### src/rtl/otter_pkg.sv
// otter_pkg: shared widths, reset vector, NOP encoding and instruction memory size
package otter_pkg;
  localparam int XLEN = 32;
  localparam logic [XLEN-1:0] RESET_VEC = 32'h0000_0000;
  localparam logic [XLEN-1:0] NOP_INSTR = 32'h0000_0013;
  localparam int IMEM_WORDS = 4096;
endpackage

### src/rtl/otter_fetch_stage.sv
// otter_fetch_stage: OTTER IF stage; owns the PC, drives the sync instruction port, delivers PC/PC+4/instr/valid/fault to decode with stall, redirect, misalign and fetch-count handling
module otter_fetch_stage
  import otter_pkg::*;
#(
  parameter logic [XLEN-1:0] RESET_VEC  = otter_pkg::RESET_VEC,
  parameter int              IMEM_WORDS = otter_pkg::IMEM_WORDS
) (
  input  logic            CLK,
  input  logic            RST,
  input  logic            STALL,
  input  logic            BR_TAKEN,
  input  logic [XLEN-1:0] BR_TARGET,
  input  logic [XLEN-1:0] MEM_DOUT1,
  output logic            MEM_RDEN1,
  output logic [13:0]     MEM_ADDR1,
  output logic [XLEN-1:0] IF_PC,
  output logic [XLEN-1:0] IF_PC4,
  output logic [XLEN-1:0] IF_INSTR,
  output logic            IF_VALID,
  output logic            IF_FAULT,
  output logic            MISALIGN,
  output logic [XLEN-1:0] FETCH_CNT
);
  logic [XLEN-1:0] pc_q, pc_d, pcd_q, pcd_d, cnt_q, cnt_d;
  logic vld_q, vld_d, flt_q, flt_d, mis_q, mis_d, oor;
  assign oor = pc_q[31:2] >= 30'(IMEM_WORDS);
  always_comb begin
    pc_d  = BR_TAKEN ? {BR_TARGET[31:2], 2'b00} : STALL ? pc_q : pc_q + 32'd4;
    pcd_d = BR_TAKEN ? pc_q : STALL ? pcd_q : pc_q;
    vld_d = BR_TAKEN ? 1'b0 : STALL ? vld_q : 1'b1;
    flt_d = BR_TAKEN ? 1'b0 : STALL ? flt_q : oor;
    mis_d = mis_q | (BR_TAKEN & (|BR_TARGET[1:0]));
    cnt_d = cnt_q + {31'd0, vld_q & ~STALL & ~BR_TAKEN};
  end
  always_ff @(posedge CLK or posedge RST)
    if (RST) begin
      pc_q  <= RESET_VEC;
      pcd_q <= RESET_VEC;
      vld_q <= 1'b0;
      flt_q <= 1'b0;
      mis_q <= 1'b0;
      cnt_q <= '0;
    end else begin
      pc_q  <= pc_d;
      pcd_q <= pcd_d;
      vld_q <= vld_d;
      flt_q <= flt_d;
      mis_q <= mis_d;
      cnt_q <= cnt_d;
    end
  assign MEM_RDEN1 = ~STALL;
  assign MEM_ADDR1 = pc_q[15:2];
  assign IF_PC     = pcd_q;
  assign IF_PC4    = pcd_q + 32'd4;
  assign IF_INSTR  = vld_q ? MEM_DOUT1 : NOP_INSTR;
  assign IF_VALID  = vld_q;
  assign IF_FAULT  = flt_q;
  assign MISALIGN  = mis_q;
  assign FETCH_CNT = cnt_q;
endmodule

### config.mk
export PLATFORM = sky130hd
export DESIGN_NAME = otter_fetch_stage
export DESIGN_NICKNAME = d
export VERILOG_FILES = /design/src/rtl/otter_pkg.sv /design/src/rtl/otter_fetch_stage.sv
export SDC_FILE = /design/constraint.sdc
export NUM_CORES = 1
export LEC_CHECK = 0
export BUFFER_PORTS_ARGS = -buffer_cell sky130_fd_sc_hd__buf_2
export CAP_MARGIN = 15
export CORE_MARGIN = 4
export CORE_UTILIZATION = 32
export CTS_CLUSTER_DIAMETER = 150
export CTS_CLUSTER_SIZE = 14
export DETAILED_ROUTE_END_ITERATION = 12
export HOLD_SLACK_MARGIN = 0.05
export PLACE_DENSITY = 0.57
export SYNTH_ARGS = -nofsm -noshare
export SYNTH_HDL_FRONTEND = slang
export SYNTH_SLANG_ARGS = --single-unit
### constraint.sdc
create_clock -name CLK -period 9.2 [get_ports CLK]
set_input_delay 1.38 -clock CLK [delete_from_list [all_inputs] [get_ports CLK]]
set_output_delay 1.38 -clock CLK [all_outputs]
set_load 0.03 [all_outputs]
==> results.sh, run 1 <==
export IMPL_gp_congestion=0.828
export IMPL_grt_usage_pct=16.2
export IMPL_yosys_area_share_simple_pct=24.8
export IMPL_crit_end="FETCH_CNT[30]"
export IMPL_grt_pass1_vias=4310
export IMPL_die_h_um=136
export IMPL_portBuffers=209
export IMPL_dpl_cell_area_mm2=0.00635
export IMPL_place_hpwl_mm=12.0
export IMPL_setup_tns_ns=0
export IMPL_row_count=46
export IMPL_path_delay_family="simple AND/OR/NAND/NOR gates"
export IMPL_slew_violations=0
export IMPL_crit_path_start_kind="input port"
export IMPL_path_depth=9
export IMPL_seq_area_frac_synth_pct=45.5
export IMPL_period_needed_ns=4.30
export IMPL_syn2layout_area_growth_pct=27.5
export IMPL_cts_root_buf="clkbuf_16"
export IMPL_die_w_um=136
export IMPL_clk_latency_ns=0.35
export IMPL_n_antenna_cell=0
export IMPL_worst_setup_path_type="input port to register"
export IMPL_synthArstFlopShare_pct=100
export IMPL_hold_ws_ns=0.469
export IMPL_synth_largest_area_cell="dfrtp_1"
export IMPL_vias=4648
export IMPL_cp_common_cell="ha_1"
export IMPL_crit_chain="buf_2, inv_1, and3_1, ha_1, ha_1, nand3_1, nor4_1, nand4_1, xnor2_1"
export IMPL_synth_edff_count=0
export IMPL_post_cts_buffers=0
export IMPL_critPathBufInv=2
export IMPL_cts_max_path_buffers=2
export IMPL_postCtsResizedCells=0
export IMPL_placeableCoreArea_mm2=0.0159
export IMPL_drive_gt1_share_pct=34.8
export IMPL_crit_path_start="BR_TAKEN"
export IMPL_yosys_area_share_xor_xnor_pct=11.9
export IMPL_status="finished clean"
export IMPL_ctsHoldBuffers=0
export IMPL_htree_levels=3
export IMPL_finalClockSkew_ns=0.00985
export IMPL_ys_seq_elements=95
export IMPL_cp_max_fo=39
export IMPL_drc=0
export IMPL_synth_fa_ha_area_share_pct=1.20
export IMPL_r2r_end="FETCH_CNT[30]"
export IMPL_die_area_mm2=0.0184
export IMPL_final_cell_area_mm2=0.00666
export IMPL_first_pass_iters=4
export IMPL_netlist_area_leader_share_pct=45.5
export IMPL_antenna_found_initial=0
export IMPL_synth_cells=539
export IMPL_crit_slowest_cell="nor4_1"
export IMPL_hold_violations=0
export IMPL_ir_drop_mv=0.113
export IMPL_rsz0062_at_grt="false"
export IMPL_pwr_density_cell_mw_per_mm2=181
export IMPL_end_kind="register"
export IMPL_ff2ff_path_depth=7
export IMPL_ant_nets=0
export IMPL_worstPathRequired_ns=9.43
export IMPL_p_leak_uw=0.00311
export IMPL_final_nets=800
export IMPL_hp_class="register to register"
export IMPL_period_share_pct=46.7
export IMPL_reg2reg_slack_ns=6.10
export IMPL_cts_tree="done"
export IMPL_path_clk_slew_ns=0.07
export IMPL_grt_max_degree=64
export IMPL_synthMuxAreaShare_pct=5.37
export IMPL_initial_utilization_pct=32.8
export IMPL_drt_iter0_drc=308
export IMPL_vias_per_cell=4.90
export IMPL_ios=214
export IMPL_fmax_mhz=233
export IMPL_cp_arrival_ns=4.53
export IMPL_yosys_top_cells_count="dfrtp_1 (95), xnor2_1 (55), nand2_1 (52)"
export IMPL_gr_total_overflow=0
export IMPL_synth_flop_cell="dfrtp_1"
export IMPL_synth_top_family_by_area="simple AND/OR/NAND/NOR gates"
export IMPL_cpPeakStageDelay_ns=0.84
export IMPL_synth_area_mm2=0.00522
export IMPL_routed_wl_mm=15.5
export IMPL_yosysWarningCount=0
export IMPL_nFillCells=1607
export IMPL_yosys_top_cells_area="dfrtp_1 (46%), xnor2_1 (9.2%), mux2_2 (5.2%)"
export IMPL_setup_viol=0
export IMPL_synth_cell_type_count=39
export IMPL_synth_compound_area_share_pct=5.96
export IMPL_timing_rr_start="IF_VALID"
export IMPL_maxCapViolations=0
export IMPL_syn_mean_instance_area_um2=9.69
export IMPL_worst_pin_slew_ns=1.13
export IMPL_grt_first_pass_wirelength_mm=23.5
export IMPL_cts_sinks=95
export IMPL_relSlewSlack_pct=23.9
export IMPL_yosys_cell_count_top_type="dfrtp_1"
export IMPL_drt_wirelength_per_cell_um=16.4
export IMPL_cts_buffers_inserted=9
## final cells by class
type	instances	area [um2]	share of cell area, %
inverters	14	55.1	0.826
clock inverters	4	52.6	0.789
multi-input cells	396	2590	38.9
repair buffers	211	1060	15.9
clock buffers	12	256	3.85
flip-flops and latches	95	2380	35.7
well taps	216	270	4.06
## logic make-up after synthesis
kind of cell	count (synthesis)
AND/OR/NAND/NOR	239
flip-flops	95
XOR/XNOR	71
AO/OA/AOI/OAI	52
buffers and inverters	51
multiplexers	25
adder cells (fa/ha/maj)	5
other	1
## metal layers
metal  routed length, um  share of wire (%)  vias up  global-route usage [%]
met5                   0                  0        -                       0
met1                7200                 46     2243                    22.9
met2                7280                 47      133                    25.1
li1                    -                  -     2258                       -
met4                 193                1.2        0                    5.38
met3                 868                5.6       14                    3.08
## how the worst min path moves through the flow
| stage | start | slack, ns | cells after the start | end |
|---|---|---|---|---|
| floorplan | pc_q[31] | 0.53 | 1 | IF_PC[31] |
| global placement | MISALIGN | 0.46 | 1 | MISALIGN |
| detailed placement | MISALIGN | 0.45 | 1 | MISALIGN |
| CTS | MISALIGN | 0.47 | 1 | MISALIGN |
| global route | FETCH_CNT[31] | 0.48 | 1 | FETCH_CNT[31] |
| finish | MISALIGN | 0.47 | 1 | MISALIGN |
## through the flow
| step | utilization, % | std cells | power, uW | setup WS [ns] |
|---|---|---|---|---|
| final | 41.8 | 948 | 1200 | 4.90 |
| after CTS | 41.8 | 948 | 1210 | 4.88 |
| after global routing | 41.8 | 948 | 1260 | 4.62 |
| after floorplan | - | 542 | 723 | 5.34 |
| after global placement | 39.8 | 932 | 817 | 4.64 |
| after detailed placement | 39.8 | 932 | 823 | 4.54 |
## registers in the layout (all words and copies together) (netlist names)
name / flops
IF_FAULT: 1
MISALIGN: 1
IF_VALID: 1
IF_PC: 30
FETCH_CNT: 32
pc_q: 30
## placed cells by master (no fill, tap or decap), types with 2 or more instances in the layout
master     count
o311ai_1       2
nor2_1        22
clkbuf_16      9
mux2_2        24
o21ai_1        7
conb_1         4
dfrtp_1       95
nand4b_1       2
xor2_1        16
nand2b_1       5
buf_2        209
nand4_1       24
inv_1         13
a31oi_1       11
ha_1           5
or3_1         10
buf_4          2
nor3_1         9
nand3_1       38
and3_1        11
and2_1        29
o31a_1         2
nor4_1        12
nand3b_1       3
o21ai_0       21
and4_1         5
or4_1         12
nand2_1       52
xnor2_1       55
o31ai_1        5
clkbuf_8       2
o211ai_1       3
## where the power goes
group	switching [uW]	total [uW]	internal, uW	leakage, uW
registers	65.5	520	455	0.00118
logic	197	292	95.1	0.00178
clock network	164	391	227	0.000153
total	427	1200	777	0.00311
(Power assumes the default switching activity.)
==> run 2: changes to the inputs <==
- PLACE_DENSITY: 0.57 -> 0.59
- clock period: 9.2 -> 3.9 ns (I/O delays scaled with it)
==> run 2 against run 1 <==
Non-clock buffer count rose by 7. Clock-buffer cell count decreased by 1. Combinational power rose by 140%. Final area rose by 1.4%. Critical path depth is 4 lower. Global-route usage rose by 0.22 points. Largest power group unchanged. Clock skew down 0.0018 ns. Routed wire length fell by 0.28%. Via count decreased by 0.32%. Core utilization rose by 0.57 points. Sequential cell count stayed put.
==> results.sh, run 2 (synthesis gave the netlist of run 1 again) <==
export IMPL_status="finished clean"
export IMPL_grt_usage_pct=16.5
export IMPL_worstPathRequired_ns=3.31
export IMPL_die_h_um=136
export IMPL_relSlewSlack_pct=31.0
export IMPL_finalClockSkew_ns=0.00805
export IMPL_largest_reg_flops=32
export IMPL_setup_tns_ns=0
export IMPL_seq_power_share_pct=41.6
export IMPL_placeableCoreArea_mm2=0.0159
export IMPL_fmax_mhz=331
export IMPL_critPathBufInv=1
export IMPL_ios=214
export IMPL_period_needed_ns=3.02
export IMPL_cts_sinks=95
export IMPL_worst_pin_slew_ns=1.02
export IMPL_cts_root_buf="clkbuf_16"
export IMPL_ir_drop_mv=0.213
export IMPL_rsz0062_at_grt="false"
export IMPL_vias_per_cell=4.85
export IMPL_gr_total_overflow=0
export IMPL_hp_class="input port to asynchronous set/reset pin"
export IMPL_drt_iter0_drc=258
export IMPL_stdcell_count=955
export IMPL_slew_violations=0
export IMPL_cts_tree="done"
export IMPL_row_count=46
export IMPL_path_delay_family="simple AND/OR/NAND/NOR gates"
export IMPL_hold_ws_ns=0.442
export IMPL_place_hpwl_mm=11.9
export IMPL_vias=4633
export IMPL_path_clk_slew_ns=0.06
export IMPL_p_sw_share_pct=34.1
export IMPL_clk_latency_ns=0.34
export IMPL_drc=0
export IMPL_htree_levels=3
export IMPL_pwr_share_comb_pct=23.6
export IMPL_crit_chain="nand4_1, nor3_1, nand3_1, xnor2_1, buf_2"
export IMPL_pwr_density_cell_mw_per_mm2=437
export IMPL_clock_power_share_pct=34.8
export IMPL_pre_cts_slack_ns=1.22
export IMPL_power_switching_uw=1000
export IMPL_drive_gt1_share_pct=35.5
export IMPL_final_common_cell="buf_2"
export IMPL_worst_setup_path_type="register to primary output"
export IMPL_cp_max_fo=7
export IMPL_final_nets=807
export IMPL_cts_buffers_inserted=9
export IMPL_crit_path_start_kind="register"
export IMPL_cts_max_path_buffers=2
export IMPL_post_cts_buffers=0
export IMPL_die_area_mm2=0.0184
export IMPL_mostFrequentLayoutCells="buf_2 (209), dfrtp_1 (95), xnor2_1 (55)"
export IMPL_initial_utilization_pct=32.8
export IMPL_routed_wl_mm=15.5
export IMPL_die_w_um=136
export IMPL_syn2layout_area_growth_pct=29.3
export IMPL_portBuffers=209
export IMPL_grt_pass1_vias=4263
export IMPL_grt_max_degree=76
export IMPL_period_share_pct=77.5
export IMPL_maxCapViolations=0
export IMPL_setup_viol=0
export IMPL_ant_nets=0
export IMPL_crit_slowest_cell="nor3_1"
export IMPL_cp_arrival_ns=2.44
export IMPL_hold_violations=0
export IMPL_drt_wirelength_per_cell_um=16.2
export IMPL_place_inst=939
export IMPL_gp_congestion=0.839
export IMPL_postCtsResizedCells=0
export IMPL_p_int_uw=1940
export IMPL_ctsHoldBuffers=0
export IMPL_antenna_found_initial=0
export IMPL_first_pass_iters=4
export IMPL_grt_first_pass_wirelength_mm=23.8
export IMPL_end_kind="primary output"
export IMPL_setup_ws_ns=0.877
export IMPL_cpPeakStageDelay_ns=0.75
export IMPL_n_antenna_cell=0
export IMPL_final_core_util_pct=42.4
export IMPL_p_leak_uw=0.00316
[run 2: power by group through the flow]
stage | clock, uW | combinational [uW] | sequential (uW)
4_1_cts | 1060 | 708 | 1220
3_3_place_gp | 0 | 704 | 1240
5_1_grt | 1100 | 746 | 1240
3_5_place_dp | 0 | 706 | 1240
2_1_floorplan | 0 | 394 | 1310
6_report | 1030 | 696 | 1230
[run 2: path summary, 6_finish.rpt]
kind,from,endpoint,slack [ns],cells past startpoint
max in group asynchronous,RST,IF_PC[20],2.67,3
worst max register to register,IF_VALID,FETCH_CNT[26],1.27,8
worst max-delay path,IF_PC[4],IF_PC4[13],0.88,5
worst min register to register,MISALIGN,MISALIGN,0.47,1
worst min-delay path,RST,FETCH_CNT[28],0.44,2
min in group CLK,BR_TARGET[3],pc_q[3],0.44,3
[run 2: worst register-to-register path, stage by stage (launching register included)]
cell	delay (ns)
dfrtp_1	0.86
and3_1	0.31
ha_1	0.18
ha_1	0.23
nand3_1	0.14
nor4_1	0.28
buf_4	0.20
nand3_1	0.12
xnor2_1	0.19
[run 2: cell type report]
| type | instances | area, um2 |
|---|---|---|
| clock buffer | 11 | 243 |
| tap | 216 | 270 |
| multi-input combinational | 396 | 2590 |
| inverter | 14 | 55.1 |
| clock inverter | 5 | 105 |
| fill | 1573 | 9190 |
| sequential | 95 | 2380 |
| timing repair buffer | 218 | 1110 |
[run 2: through the flow]
stage	instance area, um2	power, uW
global placement	6400	1940
finish	6750	2950
global route	6750	3090
floorplan	5240	1700
CTS	6750	2990
detailed placement	6400	1950
[run 2: per-layer routing]
layer	GRT usage (%)	up-vias	routed length, um
met3	3.97	18	935
met2	25.2	145	7260
met5	0	-	0
li1	-	2273	-
met4	4.37	0	201
met1	23.4	2197	7100
==> run 3: changes to the inputs <==
- ABC_AREA: not set -> 1
- PLACE_DENSITY: 0.59 -> 0.55
- clock period: 3.9 -> 2.9 ns (I/O delays scaled with it)
==> run 3 against run 2 <==
Routed wire length rose by 34%. Sequential power rose by 37%. Critical path depth rose by 2. Register-to-register slack got worse by 0.38 ns. Combinational power rose by 70%. Synthesized cell count rose by 71%. Core utilization fell by 1.9 points. Critical endpoint is now IF_PC4[24]. Largest power group unchanged. Highest routed layer unchanged.
==> results.sh, run 3 <==
export IMPL_synth_top_family_by_area="simple AND/OR/NAND/NOR gates"
export IMPL_crit_slowest_cell="dfrtp_1"
export IMPL_critPathBufInv=2
export IMPL_worst_pin_slew_ns=0.746
export IMPL_final_common_cell="nand2_1"
export IMPL_gr_total_overflow=0
export IMPL_vias_per_cell=4.65
export IMPL_grt_pass1_vias=6179
export IMPL_row_count=51
export IMPL_placeableCoreArea_mm2=0.0194
export IMPL_synth_flop_cell="dfrtp_1"
export IMPL_yosys_area_share_xor_xnor_pct=6.67
export IMPL_cp_common_cell="nand3_1"
export IMPL_final_nets=1186
export IMPL_status="finished clean"
export IMPL_yosys_cell_count_top_type="nand2_1"
export IMPL_cp_max_fo=5
export IMPL_seq_area_mm2=0.00238
export IMPL_fmax_mhz=406
export IMPL_maxCapViolations=0
export IMPL_synthMuxAreaShare_pct=0
export IMPL_finalClockSkew_ns=0.00862
export IMPL_p_leak_uw=0.00414
export IMPL_mostFrequentLayoutCells="nand2_1 (319), buf_2 (209), nor2_1 (106)"
export IMPL_drive_gt1_share_pct=24.1
export IMPL_synth_area_mm2=0.00631
export IMPL_ctsHoldBuffers=0
export IMPL_ys_seq_elements=95
export IMPL_initial_utilization_pct=32.5
export IMPL_grt_first_pass_wirelength_mm=33.0
export IMPL_synth_cell_type_count=42
export IMPL_syn_mean_instance_area_um2=6.86
export IMPL_yosys_top_cells_count="nand2_1 (319), nor2_1 (106), inv_1 (100)"
export IMPL_final_cell_area_mm2=0.00785
export IMPL_grt_max_degree=67
export IMPL_nFillCells=2130
export IMPL_hold_violations=0
export IMPL_vias=6427
export IMPL_hp_class="input port to asynchronous set/reset pin"
export IMPL_cts_sinks=95
export IMPL_routed_wl_mm=20.7
export IMPL_drc=0
export IMPL_antenna_found_initial=0
export IMPL_hold_ws_ns=0.214
export IMPL_largest_reg_flops=32
export IMPL_path_clk_slew_ns=0.08
export IMPL_worst_setup_path_type="register to primary output"
export IMPL_place_hpwl_mm=16.5
export IMPL_setup_ws_ns=0.435
export IMPL_ir_drop_mv=0.271
export IMPL_portBuffers=209
export IMPL_yosys_area_share_simple_pct=38.7
export IMPL_die_h_um=148
export IMPL_n_antenna_cell=0
export IMPL_netlist_area_leader_share_pct=37.7
export IMPL_crit_path_start_kind="register"
export IMPL_synth_fa_ha_area_share_pct=0.992
export IMPL_htree_levels=3
export IMPL_synth_cells=919
export IMPL_die_w_um=148
export IMPL_rsz0062_at_grt="false"
export IMPL_cts_tree="done"
export IMPL_ant_nets=0
export IMPL_setup_tns_ns=0
export IMPL_grt_usage_pct=18.7
export IMPL_slew_violations=0
export IMPL_seq_area_frac_synth_pct=37.7
export IMPL_synth_largest_area_cell="dfrtp_1"
export IMPL_pre_cts_slack_ns=0.528
export IMPL_cp_arrival_ns=2.03
export IMPL_synthArstFlopShare_pct=100
export IMPL_clk_latency_ns=0.35
export IMPL_path_delay_family="simple AND/OR/NAND/NOR gates"
export IMPL_multi_input_area_mm2=0.00331
export IMPL_cts_buffers_inserted=9
export IMPL_yosys_top_cells_area="dfrtp_1 (38%), nand2_1 (19%), nor2_1 (6.3%)"
export IMPL_cts_root_buf="clkbuf_16"
export IMPL_period_share_pct=85.0
export IMPL_postCtsResizedCells=0
export IMPL_drt_iter0_drc=372
export IMPL_setup_viol=0
export IMPL_ios=214
export IMPL_dpl_cell_area_mm2=0.00755
export IMPL_yosysWarningCount=0
export IMPL_worstPathRequired_ns=2.47
export IMPL_end_kind="primary output"
export IMPL_gp_congestion=0.934
export IMPL_first_pass_iters=5
export IMPL_drt_wirelength_per_cell_um=15.0
export IMPL_crit_chain="ha_1, nand3_1, inv_1, nand3_1, nor2_1, xor2_1, buf_2"
export IMPL_place_inst=1367
export IMPL_pwr_density_cell_mw_per_mm2=522
export IMPL_stdcell_count=1383
export IMPL_synth_edff_count=0
export IMPL_relSlewSlack_pct=50.2
export IMPL_syn2layout_area_growth_pct=24.5
export IMPL_synth_compound_area_share_pct=5.77
export IMPL_post_cts_buffers=0
export IMPL_cts_max_path_buffers=2
export IMPL_period_needed_ns=2.46
export IMPL_die_area_mm2=0.0220
export IMPL_cpPeakStageDelay_ns=0.42
-- run 3: kinds of logic (layout without fill, tap and decap cells) --
kind of cell | count (synthesis) | after routing
AND/OR/NAND/NOR | 560 | 560
buffers and inverters | 143 | 339
flip-flops | 95 | 95
AO/OA/AOI/OAI | 67 | 67
XOR/XNOR | 48 | 48
adder cells (fa/ha/maj) | 5 | 5
other | 1 | 4
-- run 3: final timing paths --
check	from	to	slack, ns	cells after the start
max reg2reg	IF_VALID	FETCH_CNT[26]	0.89	11
min reg2reg	MISALIGN	MISALIGN	0.49	1
max in group asynchronous	RST	FETCH_CNT[17]	2.03	3
max	IF_PC[3]	IF_PC4[24]	0.44	7
min in group CLK	BR_TARGET[13]	pc_q[13]	0.31	3
min	RST	pc_q[16]	0.21	2
-- run 3: metrics by stage --
stage	util, %	power, uW
2_1_floorplan	-	2500
3_5_place_dp	38.9	2890
3_3_place_gp	38.9	2890
5_1_grt	40.5	4320
6_report	40.5	4100
4_1_cts	40.5	4130
-- run 3: routing by layer --
metal	routed length [um]	global-route usage [%]	vias up
li1	-	-	3255
met1	10200	27.6	2927
met2	8990	28.5	223
met3	1320	2.86	22
met4	261	5.08	0
met5	0	0	-
-- run 3: power by group --
part	switching (uW)	internal, uW
registers	231	1460
clock network	555	679
logic	840	335
total	1630	2470
-- run 3: final cells by class --
class	count	share of cell area, %
Clock buffer	9	2.87
Clock inverter	7	1.02
Inverter	106	5.11
Multi-Input combinational cell	684	42.1
Sequential cell	95	30.3
Tap cell	265	4.22
Timing Repair Buffer	217	14.4
